**src/rtl/dds_sequencer_if.sv**
```systemverilog
// Bundles the configuration handshake, run control, ROM port and DAC sample outputs of
// dds_sequencer. The master modport is the surrounding system (config source, registered
// ROM and DAC driver); the slave modport is the sequencer itself.
// Optional: define DDS_PHASE_OFFSET_EN to add cfg_phase (programmable start/stop phase).
interface dds_sequencer_if #(
    parameter int unsigned ACC_WIDTH  = 16,
    parameter int unsigned ADDR_WIDTH = 7,
    parameter int unsigned DATA_WIDTH = 10,
    parameter int unsigned DIV_WIDTH  = 16
);
    logic                  cfg_valid;
    logic                  cfg_ready;
    logic [ACC_WIDTH-1:0]  cfg_step;
    logic [DIV_WIDTH-1:0]  cfg_div;
`ifdef DDS_PHASE_OFFSET_EN
    logic [ACC_WIDTH-1:0]  cfg_phase;
`endif
    logic                  start;
    logic                  stop;
    logic [ADDR_WIDTH-1:0] rom_addr;
    logic [DATA_WIDTH-1:0] rom_data;
    logic [DATA_WIDTH-1:0] sample;
    logic                  sample_valid;
    logic                  busy;

`ifdef DDS_PHASE_OFFSET_EN
    modport master (
        output cfg_valid, cfg_step, cfg_div, cfg_phase, start, stop, rom_data,
        input  cfg_ready, rom_addr, sample, sample_valid, busy
    );
    modport slave (
        input  cfg_valid, cfg_step, cfg_div, cfg_phase, start, stop, rom_data,
        output cfg_ready, rom_addr, sample, sample_valid, busy
    );
`else
    modport master (
        output cfg_valid, cfg_step, cfg_div, start, stop, rom_data,
        input  cfg_ready, rom_addr, sample, sample_valid, busy
    );
    modport slave (
        input  cfg_valid, cfg_step, cfg_div, start, stop, rom_data,
        output cfg_ready, rom_addr, sample, sample_valid, busy
    );
`endif
endinterface

```
**src/rtl/dds_sequencer.sv**
```systemverilog
// Phase-accumulator sequencer for the quarter-wave sine DAC path. Each sample tick turns the
// accumulator phase into a quarter-wave ROM address, and three cycles later the returned ROM
// word is folded into a full-cycle DAC sample.
// Optional: define DDS_PHASE_OFFSET_EN to start (and stop) at cfg_phase instead of phase 0.
module dds_sequencer #(
    parameter int unsigned ACC_WIDTH  = 16,
    parameter int unsigned ADDR_WIDTH = 7,
    parameter int unsigned DATA_WIDTH = 10,
    parameter int unsigned DIV_WIDTH  = 16
) (
    input  logic           clk_i,
    input  logic           rst_i,
    dds_sequencer_if.slave bus
);
    localparam int unsigned IdxW = ADDR_WIDTH + 2;
    localparam logic [DATA_WIDTH-1:0] MidScale = {1'b1, {(DATA_WIDTH-1){1'b0}}};

    typedef enum logic [1:0] {StIdle, StRun, StStopping, StDrain} state_e;

    state_e                state_q, state_d;
    logic [ACC_WIDTH-1:0]  acc_q, acc_d;
    logic [ACC_WIDTH-1:0]  step_q;
    logic [DIV_WIDTH-1:0]  div_q;
    logic [DIV_WIDTH-1:0]  cnt_q, cnt_d;
    logic [ADDR_WIDTH-1:0] addr_q;
    logic                  v1_q, v2_q;
    // Only the lower-half flag of the quadrant needs to travel with the ROM read.
    logic                  neg1_q, neg2_q;
    logic [DATA_WIDTH-1:0] sample_q;
    logic                  sv_q;

    logic                  cfg_ready;
    logic                  busy;
    logic                  tick_slot;
    logic                  tick;
    logic                  cfg_fire;
    logic [ACC_WIDTH-1:0]  base_phase;
    logic [ACC_WIDTH-1:0]  start_acc;
    logic [ACC_WIDTH-1:0]  acc_rel;
    logic [ACC_WIDTH:0]    rel_sum;
    logic                  carry;
    logic [IdxW-1:0]       phase_idx;
    logic [1:0]            quad;
    logic [ADDR_WIDTH-1:0] idx;
    logic [ADDR_WIDTH-1:0] addr_d;
    logic [DATA_WIDTH-1:0] rom_neg;
    logic [DATA_WIDTH-1:0] fold;

    assign cfg_fire = bus.cfg_valid && cfg_ready;

`ifdef DDS_PHASE_OFFSET_EN
    logic [ACC_WIDTH-1:0] phase_q;
    assign base_phase = phase_q;
    // A config taking effect in the start cycle must also supply the start phase.
    assign start_acc  = cfg_fire ? bus.cfg_phase : phase_q;
`else
    assign base_phase = '0;
    assign start_acc  = '0;
`endif

    // Wrap is judged relative to the start phase so a stopped run ends on a whole cycle.
    assign acc_rel = acc_q - base_phase;
    assign rel_sum = {1'b0, acc_rel} + {1'b0, step_q};
    assign carry   = rel_sum[ACC_WIDTH];

    assign phase_idx = acc_q[ACC_WIDTH-1 -: IdxW];
    assign quad      = phase_idx[IdxW-1 -: 2];
    assign idx       = phase_idx[ADDR_WIDTH-1:0];
    // Quadrants 1 and 3 read the quarter wave backwards.
    assign addr_d    = quad[0] ? ~idx : idx;

    // Lower half mirrors about zero; a zero word would wrap to 0, so pin it to full scale.
    assign rom_neg = ~bus.rom_data + DATA_WIDTH'(1);
    assign fold    = !neg2_q ? bus.rom_data : ((bus.rom_data == '0) ? '1 : rom_neg);

    // Configuration registers, written only through the IDLE handshake.
    always_ff @(posedge clk_i) begin
        if (rst_i) begin
            step_q  <= '0;
            div_q   <= '0;
`ifdef DDS_PHASE_OFFSET_EN
            phase_q <= '0;
`endif
        end else if (cfg_fire) begin
            step_q  <= bus.cfg_step;
            div_q   <= bus.cfg_div;
`ifdef DDS_PHASE_OFFSET_EN
            phase_q <= bus.cfg_phase;
`endif
        end
    end

    // FSM state register.
    always_ff @(posedge clk_i) begin
        if (rst_i) begin
            state_q <= StIdle;
        end else begin
            state_q <= state_d;
        end
    end

    // FSM next-state logic.
    always_comb begin
        state_d = state_q;
        unique case (state_q)
            StIdle:     if (bus.start) state_d = StRun;
            StRun:      if (bus.stop) state_d = StStopping;
            StStopping: begin
                if (step_q == '0) begin
                    state_d = StDrain;
                end else if (tick && carry) begin
                    state_d = StDrain;
                end
            end
            StDrain:    if (!v1_q && !v2_q) state_d = StIdle;
            default:    state_d = StIdle;
        endcase
    end

    // FSM outputs: handshake/busy flags and tick qualification.
    always_comb begin
        cfg_ready = (state_q == StIdle);
        busy      = (state_q != StIdle);
        tick_slot = (state_q == StRun || state_q == StStopping) && (cnt_q == '0);
        // With a zero step a stopping run can never wrap, so it drains straight away.
        tick      = tick_slot && !(state_q == StStopping && step_q == '0);
    end

    // Divider and accumulator next state; the divider ticks on count 0 so the first
    // RUN cycle always ticks.
    always_comb begin
        cnt_d = '0;
        if ((state_q == StRun || state_q == StStopping) && cnt_q != div_q) begin
            cnt_d = cnt_q + 1'b1;
        end
        acc_d = acc_q;
        if (state_q == StIdle && bus.start) begin
            acc_d = start_acc;
        end else if (tick) begin
            acc_d = acc_q + step_q;
        end
    end

    // Divider and accumulator registers.
    always_ff @(posedge clk_i) begin
        if (rst_i) begin
            cnt_q <= '0;
            acc_q <= '0;
        end else begin
            cnt_q <= cnt_d;
            acc_q <= acc_d;
        end
    end

    // Address / ROM / fold pipeline; sample returns to midscale on entry to IDLE.
    always_ff @(posedge clk_i) begin
        if (rst_i) begin
            addr_q   <= '0;
            v1_q     <= 1'b0;
            neg1_q   <= 1'b0;
            v2_q     <= 1'b0;
            neg2_q   <= 1'b0;
            sample_q <= MidScale;
            sv_q     <= 1'b0;
        end else begin
            v1_q <= tick;
            if (tick) begin
                addr_q <= addr_d;
                neg1_q <= quad[1];
            end
            v2_q   <= v1_q;
            neg2_q <= neg1_q;
            sv_q   <= v2_q;
            if (v2_q) begin
                sample_q <= fold;
            end else if (state_q != StIdle && state_d == StIdle) begin
                sample_q <= MidScale;
            end
        end
    end

    assign bus.cfg_ready    = cfg_ready;
    assign bus.busy         = busy;
    assign bus.rom_addr     = addr_q;
    assign bus.sample       = sample_q;
    assign bus.sample_valid = sv_q;
endmodule

```
**src/flat_wrapper.sv**
```systemverilog
// flat-port wrapper written by rule: the top's interface ports become plain ports
module dds_sequencer_flat 
#(
    parameter int unsigned ACC_WIDTH  = 16,
    parameter int unsigned ADDR_WIDTH = 7,
    parameter int unsigned DATA_WIDTH = 10,
    parameter int unsigned DIV_WIDTH  = 16
)
  (clk_i, rst_i, bus_cfg_valid, bus_cfg_step, bus_cfg_div, bus_start, bus_stop, bus_rom_data, bus_cfg_ready, bus_rom_addr, bus_sample, bus_sample_valid, bus_busy);
  dds_sequencer_if #(.ACC_WIDTH(ACC_WIDTH), .ADDR_WIDTH(ADDR_WIDTH), .DATA_WIDTH(DATA_WIDTH), .DIV_WIDTH(DIV_WIDTH)) bus_i ();
  input  logic clk_i;
  input  logic rst_i;
  input wire logic [$bits(bus_i.cfg_valid)-1:0] bus_cfg_valid;
  input wire logic [$bits(bus_i.cfg_step)-1:0] bus_cfg_step;
  input wire logic [$bits(bus_i.cfg_div)-1:0] bus_cfg_div;
  input wire logic [$bits(bus_i.start)-1:0] bus_start;
  input wire logic [$bits(bus_i.stop)-1:0] bus_stop;
  input wire logic [$bits(bus_i.rom_data)-1:0] bus_rom_data;
  output wire logic [$bits(bus_i.cfg_ready)-1:0] bus_cfg_ready;
  output wire logic [$bits(bus_i.rom_addr)-1:0] bus_rom_addr;
  output wire logic [$bits(bus_i.sample)-1:0] bus_sample;
  output wire logic [$bits(bus_i.sample_valid)-1:0] bus_sample_valid;
  output wire logic [$bits(bus_i.busy)-1:0] bus_busy;
  assign bus_i.cfg_valid = bus_cfg_valid;
  assign bus_i.cfg_step = bus_cfg_step;
  assign bus_i.cfg_div = bus_cfg_div;
  assign bus_i.start = bus_start;
  assign bus_i.stop = bus_stop;
  assign bus_i.rom_data = bus_rom_data;
  assign bus_cfg_ready = bus_i.cfg_ready;
  assign bus_rom_addr = bus_i.rom_addr;
  assign bus_sample = bus_i.sample;
  assign bus_sample_valid = bus_i.sample_valid;
  assign bus_busy = bus_i.busy;
  dds_sequencer #(.ACC_WIDTH(ACC_WIDTH), .ADDR_WIDTH(ADDR_WIDTH), .DATA_WIDTH(DATA_WIDTH), .DIV_WIDTH(DIV_WIDTH)) u_core (.clk_i(clk_i), .rst_i(rst_i), .bus(bus_i));
endmodule
```
**config.mk**
```make
export PLATFORM = sky130hd
export DESIGN_NAME = dds_sequencer_flat
export DESIGN_NICKNAME = d
export VERILOG_FILES = /design/src/rtl/dds_sequencer_if.sv /design/src/rtl/dds_sequencer.sv /design/src/flat_wrapper.sv
export SDC_FILE = /design/constraint.sdc
export NUM_CORES = 1
export LEC_CHECK = 0
export CAP_MARGIN = 10
export CORE_MARGIN = 10
export CORE_UTILIZATION = 65
export CTS_BUF_LIST = sky130_fd_sc_hd__clkbuf_2 sky130_fd_sc_hd__clkbuf_4 sky130_fd_sc_hd__clkbuf_8
export CTS_CLUSTER_SIZE = 8
export DETAILED_ROUTE_END_ITERATION = 16
export DONT_BUFFER_PORTS = 1
export PLACE_DENSITY = 0.89
export SYNTH_ARGS = -nofsm -noshare
export SYNTH_HDL_FRONTEND = slang
export SYNTH_SLANG_ARGS = --single-unit
```
**constraint.sdc**
```tcl
create_clock -name clk_i -period 2.4 [get_ports clk_i]
set_input_delay 0.6 -clock clk_i [delete_from_list [all_inputs] [get_ports clk_i]]
set_output_delay 0.6 -clock clk_i [all_outputs]
set_load 0.01 [all_outputs]
```
---- Word level (Yosys, flattened, before mapping) ----
Index checks and enable logic that the tools add are counted.
word-level totals
  bits in registers ....................... 88
cells by class
  $add $sub $neg .......................... 4
  equal/unequal tests ..................... 4
  multiplexer cells ....................... 11
  bitwise logic cells ..................... 3
  reductions and logical operators ........ 22
operators by type and width
  cell                                                  number
  two-way mux 10 bit                                    4
  zero test 16 bit                                      2
  adder 16 x 16 -> 17 bit                               1
  adder 16 x 1 -> 16 bit (second input constant)        1
  adder 16 bit                                          1
  != test 16 bit                                        1
  adder 10 x 1 -> 10 bit (second input constant)        1
  zero test 10 bit                                      1
  two-way mux 2 bit                                     5
  inverter 10 bit                                       1
  logical AND 1 bit                                     9
  one-hot mux 2 bit (4 select lines)                    1
  two-way mux 7 bit                                     1
  inverter 7 bit                                        1
  equality test 2 bit (second input constant)           2
  zero test 2 bit                                       2
  nonzero test 2 bit                                    2
  OR reduction 2 bit                                    2
  zero test 1 bit                                       3
  equality test 2 x 1 -> 1 bit (second input constant)  1
  logical OR 1 bit                                      1
  inverter 1 bit                                        1

---- Depth between registers and ports, before layout ----
Gate-level depths: netlist of the first run.
  depth after elaboration ................. 12
  gate-level depth with buffers ........... 9
  gate-level depth less buffers ........... 8

---- Least setup slack after synthesis of the first run ----
No wires, ideal clock.
  path kind ............................... register to register
  start point ............................. register u_core.step_q[0]
  end point ............................... register u_core.sample_q[0], in the netlist u_core.bus.sample[0]
  setup time .............................. 0.114 ns
  arrival time ............................ 2.138 ns
  required time ........................... 2.286 ns
  path slack .............................. 0.148 ns
  cell stages (with the launch flop) ...... 9
  path buffers ............................ 0
  cells stage by stage .................... dfxtp_1 ha_1 fa_1 a211oi_1 nor3_1 o21ai_1 o221ai_1 a31o_2 a21o_1
between the ends
  cells in the longest elaborated chain, start to end .. 11
RTL lines
  item                                                             line                  source
  start, declared                                                  dds_sequencer.sv:22   logic [ACC_WIDTH-1:0] step_q;
  start signal, assigned                                           dds_sequencer.sv:85   step_q <= bus.cfg_step;
  branches (longest 6 deep; another with adder 16 x 16 -> 17 bit)  --
  two-way mux 2 bit (*)                                            dds_sequencer.sv:109  if (step_q == '0) begin
  one-hot mux 2 bit (4 select lines) (*)                           dds_sequencer.sv:105  unique case (state_q)
  zero test 2 bit (*)                                              dds_sequencer.sv:176  end else if (state_q != StIdle && state_d == StIdle) begin
  logical AND 1 bit (*)                                            dds_sequencer.sv:176
  nonzero test 2 bit (no source line) (*)                          --
  end signal, assigned                                             dds_sequencer.sv:163  sample_q <= MidScale;
  end signal, assigned                                             dds_sequencer.sv:175  sample_q <= fold;
  end signal, assigned                                             dds_sequencer.sv:177  sample_q <= MidScale;
  end, declared                                                    dds_sequencer.sv:29   logic [DATA_WIDTH-1:0] sample_q;
Mark *: on every way between the ends.
A chain may end at the register's enable or synchronous reset.

---- Worst setup path in the final report of the first run ----
Ends and elaborated chain as after synthesis.

==> results of run 1 <==
[per-layer routing]
metal | track usage [%] | share of wire, % | wire [um]
met2 | 32.7 | 46 | 5340
met4 | 9.31 | 2.6 | 294
met3 | 5.65 | 9.4 | 1080
met5 | 0 | 0 | 0
met1 | 24.5 | 42 | 4790
[stage by stage]
stage                     setup WS, ns  power (uW)  hold WS (ns)  std cells
after floorplan                  0.148        3190         0.432        576
after global placement           0.105        3530         0.444        661
after detailed placement        0.0269        3620         0.454        661
after CTS                       0.0826        4790         0.285        677
after global routing         0.0000888        5080         0.276        677
final                            0.110        4810         0.295        677
[logic make-up after synthesis]
group / Yosys count / synth area share [%]
simple gates: 219 / 22.4
compound gates: 146 / 19.4
flops: 88 / 37.3
buf+inv: 49 / 4.96
xor+xnor: 46 / 8.54
fa+ha+maj: 24 / 6.52
mux: 4 / 0.849
[what timing repair did]
| item | in CTS | in global routing |
|---|---|---|
| endpoints found under the hold margin | 0 | 0 |
| setup endpoints to repair | 0 | 4 |
| resized for setup | 0 | 2 |
[cell type report]
cell class	count	area [sq um]	share of cell area (%)
clock buffers	10	138	2.73
flip-flops and latches	88	1760	35.0
inverters	19	71.3	1.42
well taps	99	124	2.46
clock inverters	6	91.3	1.81
repair buffers	16	120	2.38
multi-input cells	439	2730	54.2
[worst reg2reg max path: cells and delay by family (launching register included)]
family | cells | cell delay [ns]
DFF | 1 | 0.33
buffers and inverters | 1 | 0.15
AOI/OAI and AO/OA | 5 | 0.98
adders and majority gates | 2 | 0.64
and+or+nand+nor | 1 | 0.10
[final timing paths]
path | startpoint | endpoint | slack [ns] | cells after the start
max | u_core.step_q[0]$_SDFFE_PP0P_ | u_core.bus.sample[0]$_SDFFE_PP0P_ | 0.11 | 9
min | rst_i | u_core.bus.rom_addr[5]$_SDFFE_PP0P_ | 0.29 | 1
max reg2reg | u_core.step_q[0]$_SDFFE_PP0P_ | u_core.bus.sample[0]$_SDFFE_PP0P_ | 0.11 | 9
min reg2reg | u_core.div_q[5]$_SDFFE_PP0P_ | u_core.div_q[5]$_SDFFE_PP0P_ | 0.47 | 2
[power groups by stage]
| stage | Combinational (uW) | Clock [uW] | Sequential [uW] |
|---|---|---|---|
| floorplan | 1250 | 0 | 1940 |
| global placement | 1530 | 0 | 2000 |
| detailed placement | 1600 | 0 | 2020 |
| CTS | 1620 | 1190 | 1980 |
| global route | 1810 | 1240 | 2020 |
| finish | 1650 | 1180 | 1980 |
[flip-flops by register name, summed over array words and instances (netlist names)]
name	flops
u_core.v2_q	1
u_core.bus.rom_addr	7
u_core.cnt_q	16
u_core.neg2_q	1
u_core.div_q	16
u_core.acc_q	16
u_core.v1_q	1
u_core.bus.sample	10
u_core.step_q	16
u_core.state_q	2
u_core.neg1_q	1
u_core.bus.sample_valid	1
[placed cells by master, fill, tap and decap left out, types with 9 or more instances in the layout]
master,synthesis,layout
sky130_fd_sc_hd__ha_1,23,23
sky130_fd_sc_hd__nor2_1,33,33
sky130_fd_sc_hd__inv_1,19,19
sky130_fd_sc_hd__clkbuf_8,3,10
sky130_fd_sc_hd__buf_4,0,16
sky130_fd_sc_hd__a21o_1,11,11
sky130_fd_sc_hd__nor3_1,9,9
sky130_fd_sc_hd__a211oi_1,18,17
sky130_fd_sc_hd__nand2_1,99,99
sky130_fd_sc_hd__nand3_1,20,20
sky130_fd_sc_hd__a21oi_1,61,61
sky130_fd_sc_hd__nor4_1,16,16
sky130_fd_sc_hd__xor2_1,27,27
sky130_fd_sc_hd__xnor2_1,19,19
sky130_fd_sc_hd__o21ai_0,21,21
sky130_fd_sc_hd__dfxtp_1,88,88
==> flow_summary.rst, run 1 <==
.. list-table::
   :header-rows: 1

   * - Metric
     - Value
   * - Result of the run
     - complete, no violations
   * - Power density relative to cell area
     - 954 nW/um^2
   * - Layout Nets
     - 644
   * - Cell taking the most area after synthesis
     - sky130_fd_sc_hd__dfxtp_1
   * - Total negative slack for setup checks
     - 0 ns
   * - TritonCTS sink count
     - 88
   * - Slowest cell delay on critical path
     - 0.41 ns
   * - Detailed Place HPWL
     - 8280 um
   * - Area growth from synthesis to layout
     - 6.79%
   * - Setup clock skew after layout
     - 0.0119 ns
   * - Count of boundary I/O pins
     - 67
   * - Worst voltage drop across the vdd grid
     - 0.651 mV
   * - Number of antenna repair diodes
     - 0
   * - Library cell with the highest instance count after synthesis
     - sky130_fd_sc_hd__nand2_1
   * - Clock insertion delay at the later pin of the skew report
     - 0.37 ns
   * - Count of hold-fix buffers inserted at cts
     - 0
   * - Initial DRC count
     - 272
   * - Number of standard-cell rows in the floorplan
     - 31
   * - Final number of max-transition violations
     - 0
   * - Required time at the worst-slack endpoint
     - 2.67 ns
   * - Placed inst area
     - 4800 sq um
   * - # fillers
     - 605
   * - Final Setup Violations
     - 0
   * - Total wire length
     - 11500 um
   * - Cell-internal power
     - 3000 uW
   * - RSZ-0062 raised after global routing
     - false
   * - Number of distinct library cells after synthesis
     - 61
   * - Cell with the biggest individual delay on the critical path
     - sky130_fd_sc_hd__fa_1
   * - Data arrival time of the critical path
     - 2.56 ns
   * - Count of input and output buffers
     - 0
   * - Area of all placed cells without fillers
     - 5040 sq um
   * - TritonCTS buffer count
     - 9
   * - Placeable core region
     - 7140 sq um
   * - DRC violation count after routing
     - 0
   * - Vias per inst
     - 6.14
   * - Die H
     - 105 um
   * - Kind of start point of the critical path
     - register
   * - Critical path capture point type
     - register
   * - Type of the setup path with the least slack
     - reg -> reg
   * - Highest achievable clock rate
     - 437 MHz
   * - Fraction of layout instances using a drive strength above 1
     - 8.30%
   * - Number of optimization iterations in the first detailed-route pass
     - 5
   * - Vias in the first global route
     - 4035
   * - Wirelength per Cell
     - 17.0 um
   * - Synthesized flop and latch total
     - 88
   * - CTS H-tree lvls
     - 3
   * - Yosys warning count
     - 0
   * - Reported leakage power
     - 0.00201 uW
   * - Number of flops mapped to enable cells by yosys
     - 0
   * - Cells traversed along the worst timing path
     - ha_1 > fa_1 > a211oi_2 > nor3_1 > o21ai_1 > buf_4 > o221ai_1 > a31o_2 > a21o_1
   * - Ys async rst share
     - 0%
   * - Clock edge transition at the registers on the reported setup and hold paths
     - 0.09 ns
   * - Synthesized net count
     - 647
   * - CTS tree
     - built
   * - Gate Count Post-Synth
     - 576
   * - Clock network fraction of design power
     - 24.5%
   * - Share of total power in sequential cells
     - 41.2%
   * - Clk root buf
     - sky130_fd_sc_hd__clkbuf_8
   * - Most area-consuming cells after synthesis
     - sky130_fd_sc_hd__dfxtp_1 (37%), sky130_fd_sc_hd__nand2_1 (7.9%), sky130_fd_sc_hd__a21oi_1 (6.5%)
   * - Antenna violations before repair
     - 0
   * - Crit path time final
     - 2.29 ns
   * - Routed via count
     - 4157
   * - Hold Path Class
     - in -> reg
   * - Combinational share of power
     - 34.3%
   * - Syn Area/Cell
     - 8.19 sq um
   * - Grt total ovfl
     - 0
   * - Post-route antenna net violation count
     - 0
   * - Largest fanout on the critical path
     - 5
   * - Actual transition at the worst max-transition pin
     - 0.611 ns
   * - Crit-path leading delay family
     - compound AO/OA/AOI/OAI gates
   * - Maximum number of pins on one net before global-route repair
     - 60
   * - Starting density of the core
     - 66.1%
   * - Buffers and inverters on the worst path
     - 1
   * - Area share of the largest cell type after synthesis
     - 37.3%
   * - Sequential share of the synthesized area
     - 37.3%
   * - Area of the mapped netlist
     - 4720 sq um
   * - Area of the die
     - 11100 sq um
   * - Final count of hold timing violations
     - 0
   * - X dimension of the die
     - 105 um
   * - Gp weighted congestion
     - 0.949
   * - Post-CTS Repair Setup Buffers
     - 0
   * - Primary FF master, synth
     - sky130_fd_sc_hd__dfxtp_1
   * - Fraction of the core area covered by cells at the end of the flow
     - 70.6%
   * - Maximum root-to-sink buffer count
     - 2
   * - Number of max-cap violations
     - 0
   * - Most frequent cells after synthesis
     - sky130_fd_sc_hd__nand2_1 (99), sky130_fd_sc_hd__dfxtp_1 (88), sky130_fd_sc_hd__a21oi_1 (61)
   * - Total GRT Usage
     - 20.3%
   * - Switch Pwr
     - 1810 uW
   * - Slew margin rel.
     - 59.2%
   * - Final Cycle Share
     - 95.4%
   * - Global-route wire length before repair
     - 18900 um
   * - Share of total power consumed by net switching
     - 37.6%
Power figures use the tool's default switching activity.
==> run 2: changes to the inputs <==
--- a/config.mk
+++ b/config.mk
@@ -12,7 +12,8 @@
 export CTS_CLUSTER_SIZE = 8
 export DETAILED_ROUTE_END_ITERATION = 16
 export DONT_BUFFER_PORTS = 1
-export PLACE_DENSITY = 0.89
+export PLACE_DENSITY = 0.86
 export SYNTH_ARGS = -nofsm -noshare
 export SYNTH_HDL_FRONTEND = slang
 export SYNTH_SLANG_ARGS = --single-unit
+export TNS_END_PERCENT = 1
==> run 2 against run 1 <==
Total power decreased by 3.2%. Design area decreased by 0.47%. Fmax increased by 0.44%. Worst setup slack improved by 0.010 ns. Cell count unchanged. Routed wire length decreased by 3.3%. Sequential power about the same. Highest routed layer unchanged. Clock power decreased by 13%.
==> flow_summary.rst, run 2 (synthesis gave the netlist of run 1 again) <==
.. list-table::
   :header-rows: 1

   * - Metric
     - Value
   * - Result of the run
     - complete, no violations
   * - Vias per inst
     - 6.01
   * - Final count of hold timing violations
     - 0
   * - Data arrival time of the critical path
     - 2.54 ns
   * - Cell with the biggest individual delay on the critical path
     - sky130_fd_sc_hd__fa_2
   * - Area of all placed cells without fillers
     - 5010 sq um
   * - Critical path capture point type
     - register
   * - Fraction of the core area covered by cells at the end of the flow
     - 70.3%
   * - Post-Place Cells
     - 660
   * - Crit path time final
     - 2.28 ns
   * - Starting density of the core
     - 66.1%
   * - Crit-path leading delay family
     - compound AO/OA/AOI/OAI gates
   * - Reported leakage power
     - 0.00200 uW
   * - Number of max-cap violations
     - 0
   * - Vias in the first global route
     - 3901
   * - Type of the setup path with the least slack
     - reg -> reg
   * - TritonCTS sink count
     - 88
   * - Count of hold-fix buffers inserted at cts
     - 0
   * - Number of standard-cell rows in the floorplan
     - 31
   * - Setup clock skew after layout
     - 0.00578 ns
   * - Worst voltage drop across the vdd grid
     - 0.551 mV
   * - Placed inst area
     - 4790 sq um
   * - Clock edge transition at the registers on the reported setup and hold paths
     - 0.09 ns
   * - Global-route wire length before repair
     - 18300 um
   * - Final number of max-transition violations
     - 0
   * - Number of standard cells in the layout, taps in and fillers out
     - 677
   * - Placeable core region
     - 7140 sq um
   * - Highest-count cells in the layout ignoring fill and taps
     - sky130_fd_sc_hd__nand2_1 (99), sky130_fd_sc_hd__dfxtp_1 (88), sky130_fd_sc_hd__a21oi_1 (61)
   * - Total GRT Usage
     - 19.6%
   * - Clock insertion delay at the later pin of the skew report
     - 0.36 ns
   * - Slew margin rel.
     - 58.8%
   * - Largest fanout on the critical path
     - 5
   * - # fillers
     - 595
   * - TritonCTS buffer count
     - 9
   * - Clk root buf
     - sky130_fd_sc_hd__clkbuf_8
   * - Antenna violations before repair
     - 0
   * - Buffers and inverters on the worst path
     - 1
   * - Final Cycle Share
     - 95.0%
   * - X dimension of the die
     - 105 um
   * - Area growth from synthesis to layout
     - 6.28%
   * - Routed via count
     - 4070
   * - Fraction of layout instances using a drive strength above 1
     - 8.48%
   * - Detailed Place HPWL
     - 8120 um
   * - Post-route antenna net violation count
     - 0
   * - Most common cell after layout, fill and taps aside
     - sky130_fd_sc_hd__nand2_1
   * - Maximum root-to-sink buffer count
     - 2
   * - Highest achievable clock rate
     - 439 MHz
   * - Gp weighted congestion
     - 0.954
   * - CTS H-tree lvls
     - 3
   * - Actual transition at the worst max-transition pin
     - 0.616 ns
   * - Placement Setup Slack
     - -0.0176 ns
   * - Initial DRC count
     - 183
   * - Wirelength per Cell
     - 16.4 um
   * - Required time at the worst-slack endpoint
     - 2.66 ns
   * - Power density relative to cell area
     - 927 nW/um^2
   * - Setup slack after layout
     - 0.120 ns
   * - Area of the die
     - 11100 sq um
   * - Number of antenna repair diodes
     - 0
   * - Total wire length
     - 11100 um
   * - Count of boundary I/O pins
     - 67
   * - DRC violation count after routing
     - 0
   * - Die H
     - 105 um
   * - RSZ-0062 raised after global routing
     - false
   * - Final Setup Violations
     - 0
   * - Slowest cell delay on critical path
     - 0.38 ns
   * - Kind of start point of the critical path
     - register
   * - Count of input and output buffers
     - 0
   * - Number of optimization iterations in the first detailed-route pass
     - 5
   * - Hold Path Class
     - in -> reg
   * - Layout Nets
     - 644
   * - Maximum number of pins on one net before global-route repair
     - 60
   * - CTS tree
     - built
   * - Cells traversed along the worst timing path
     - ha_1 > fa_2 > a211oi_2 > nor3_1 > o21ai_1 > buf_4 > o221ai_1 > a31o_2 > a21o_1
   * - Grt total ovfl
     - 0
-- run 2: metrics by stage --
step	total power, uW	setup TNS (ns)	hold WS, ns
6_report	4650	0	0.303
5_1_grt	4940	0	0.290
4_1_cts	4630	0	0.298
3_5_place_dp	3620	-0.0176	0.452
3_3_place_gp	3540	0	0.444
2_1_floorplan	3190	0	0.432
-- run 2: worst reg2reg max path: stages, from the launching register on --
cell                       delay [ns]
sky130_fd_sc_hd__dfxtp_1         0.35
sky130_fd_sc_hd__ha_1            0.25
sky130_fd_sc_hd__fa_2            0.38
sky130_fd_sc_hd__a211oi_2        0.27
sky130_fd_sc_hd__nor3_1          0.09
sky130_fd_sc_hd__o21ai_1         0.12
sky130_fd_sc_hd__buf_4           0.15
sky130_fd_sc_hd__o221ai_1        0.14
sky130_fd_sc_hd__a31o_2          0.26
sky130_fd_sc_hd__a21o_1          0.18
-- run 2: cell type report --
cell class              count  area (sq um)  share of cell area [%]
flip-flops and latches     88          1760                    35.1
repair buffers             16           120                    2.40
clock inverters             3          23.8                   0.474
inverters                  19          71.3                    1.42
well taps                  99           124                    2.47
clock buffers              13           179                    3.57
multi-input cells         439          2740                    54.5
-- run 2: worst paths after layout --
path                            cells after the start                                  end                           from  slack [ns]
worst max-delay path                                9    u_core.bus.sample[1]$_SDFFE_PP0P_  u_core.step_q[0]$_SDFFE_PP0P_        0.12
worst min-delay path                                1  u_core.bus.rom_addr[0]$_SDFFE_PP0P_                          rst_i        0.30
worst max register to register                      9    u_core.bus.sample[1]$_SDFFE_PP0P_  u_core.step_q[0]$_SDFFE_PP0P_        0.12
worst min register to register                      2         u_core.acc_q[6]$_SDFFE_PP0P_   u_core.acc_q[6]$_SDFFE_PP0P_        0.46
-- run 2: timing repair --
action                                  CTS  global route
resized for setup                         0             3
setup buffers                             0             1
endpoints found under the setup margin    0             4
hold endpoints to repair                  0             0
-- run 2: report_power, final --
group / internal (uW) / switching, uW / leakage, uW / total [uW]
Sequential: 1720 / 270 / 0.000717 / 1990
Clock: 492 / 538 / 0.0000979 / 1030
Combinational: 662 / 971 / 0.00119 / 1630
Total: 2870 / 1780 / 0.00200 / 4650
-- run 2: routing by layer --
layer | part of all wire (%) | global-route usage, % | up-vias | wire length (um)
met4 | 1.0 | 5.98 | 0 | 112
met2 | 47 | 32.0 | 135 | 5280
met1 | 44 | 24.3 | 1904 | 4870
met3 | 7.8 | 5.71 | 13 | 863
met5 | 0 | 0 | - | 0
li1 | - | - | 2018 | -
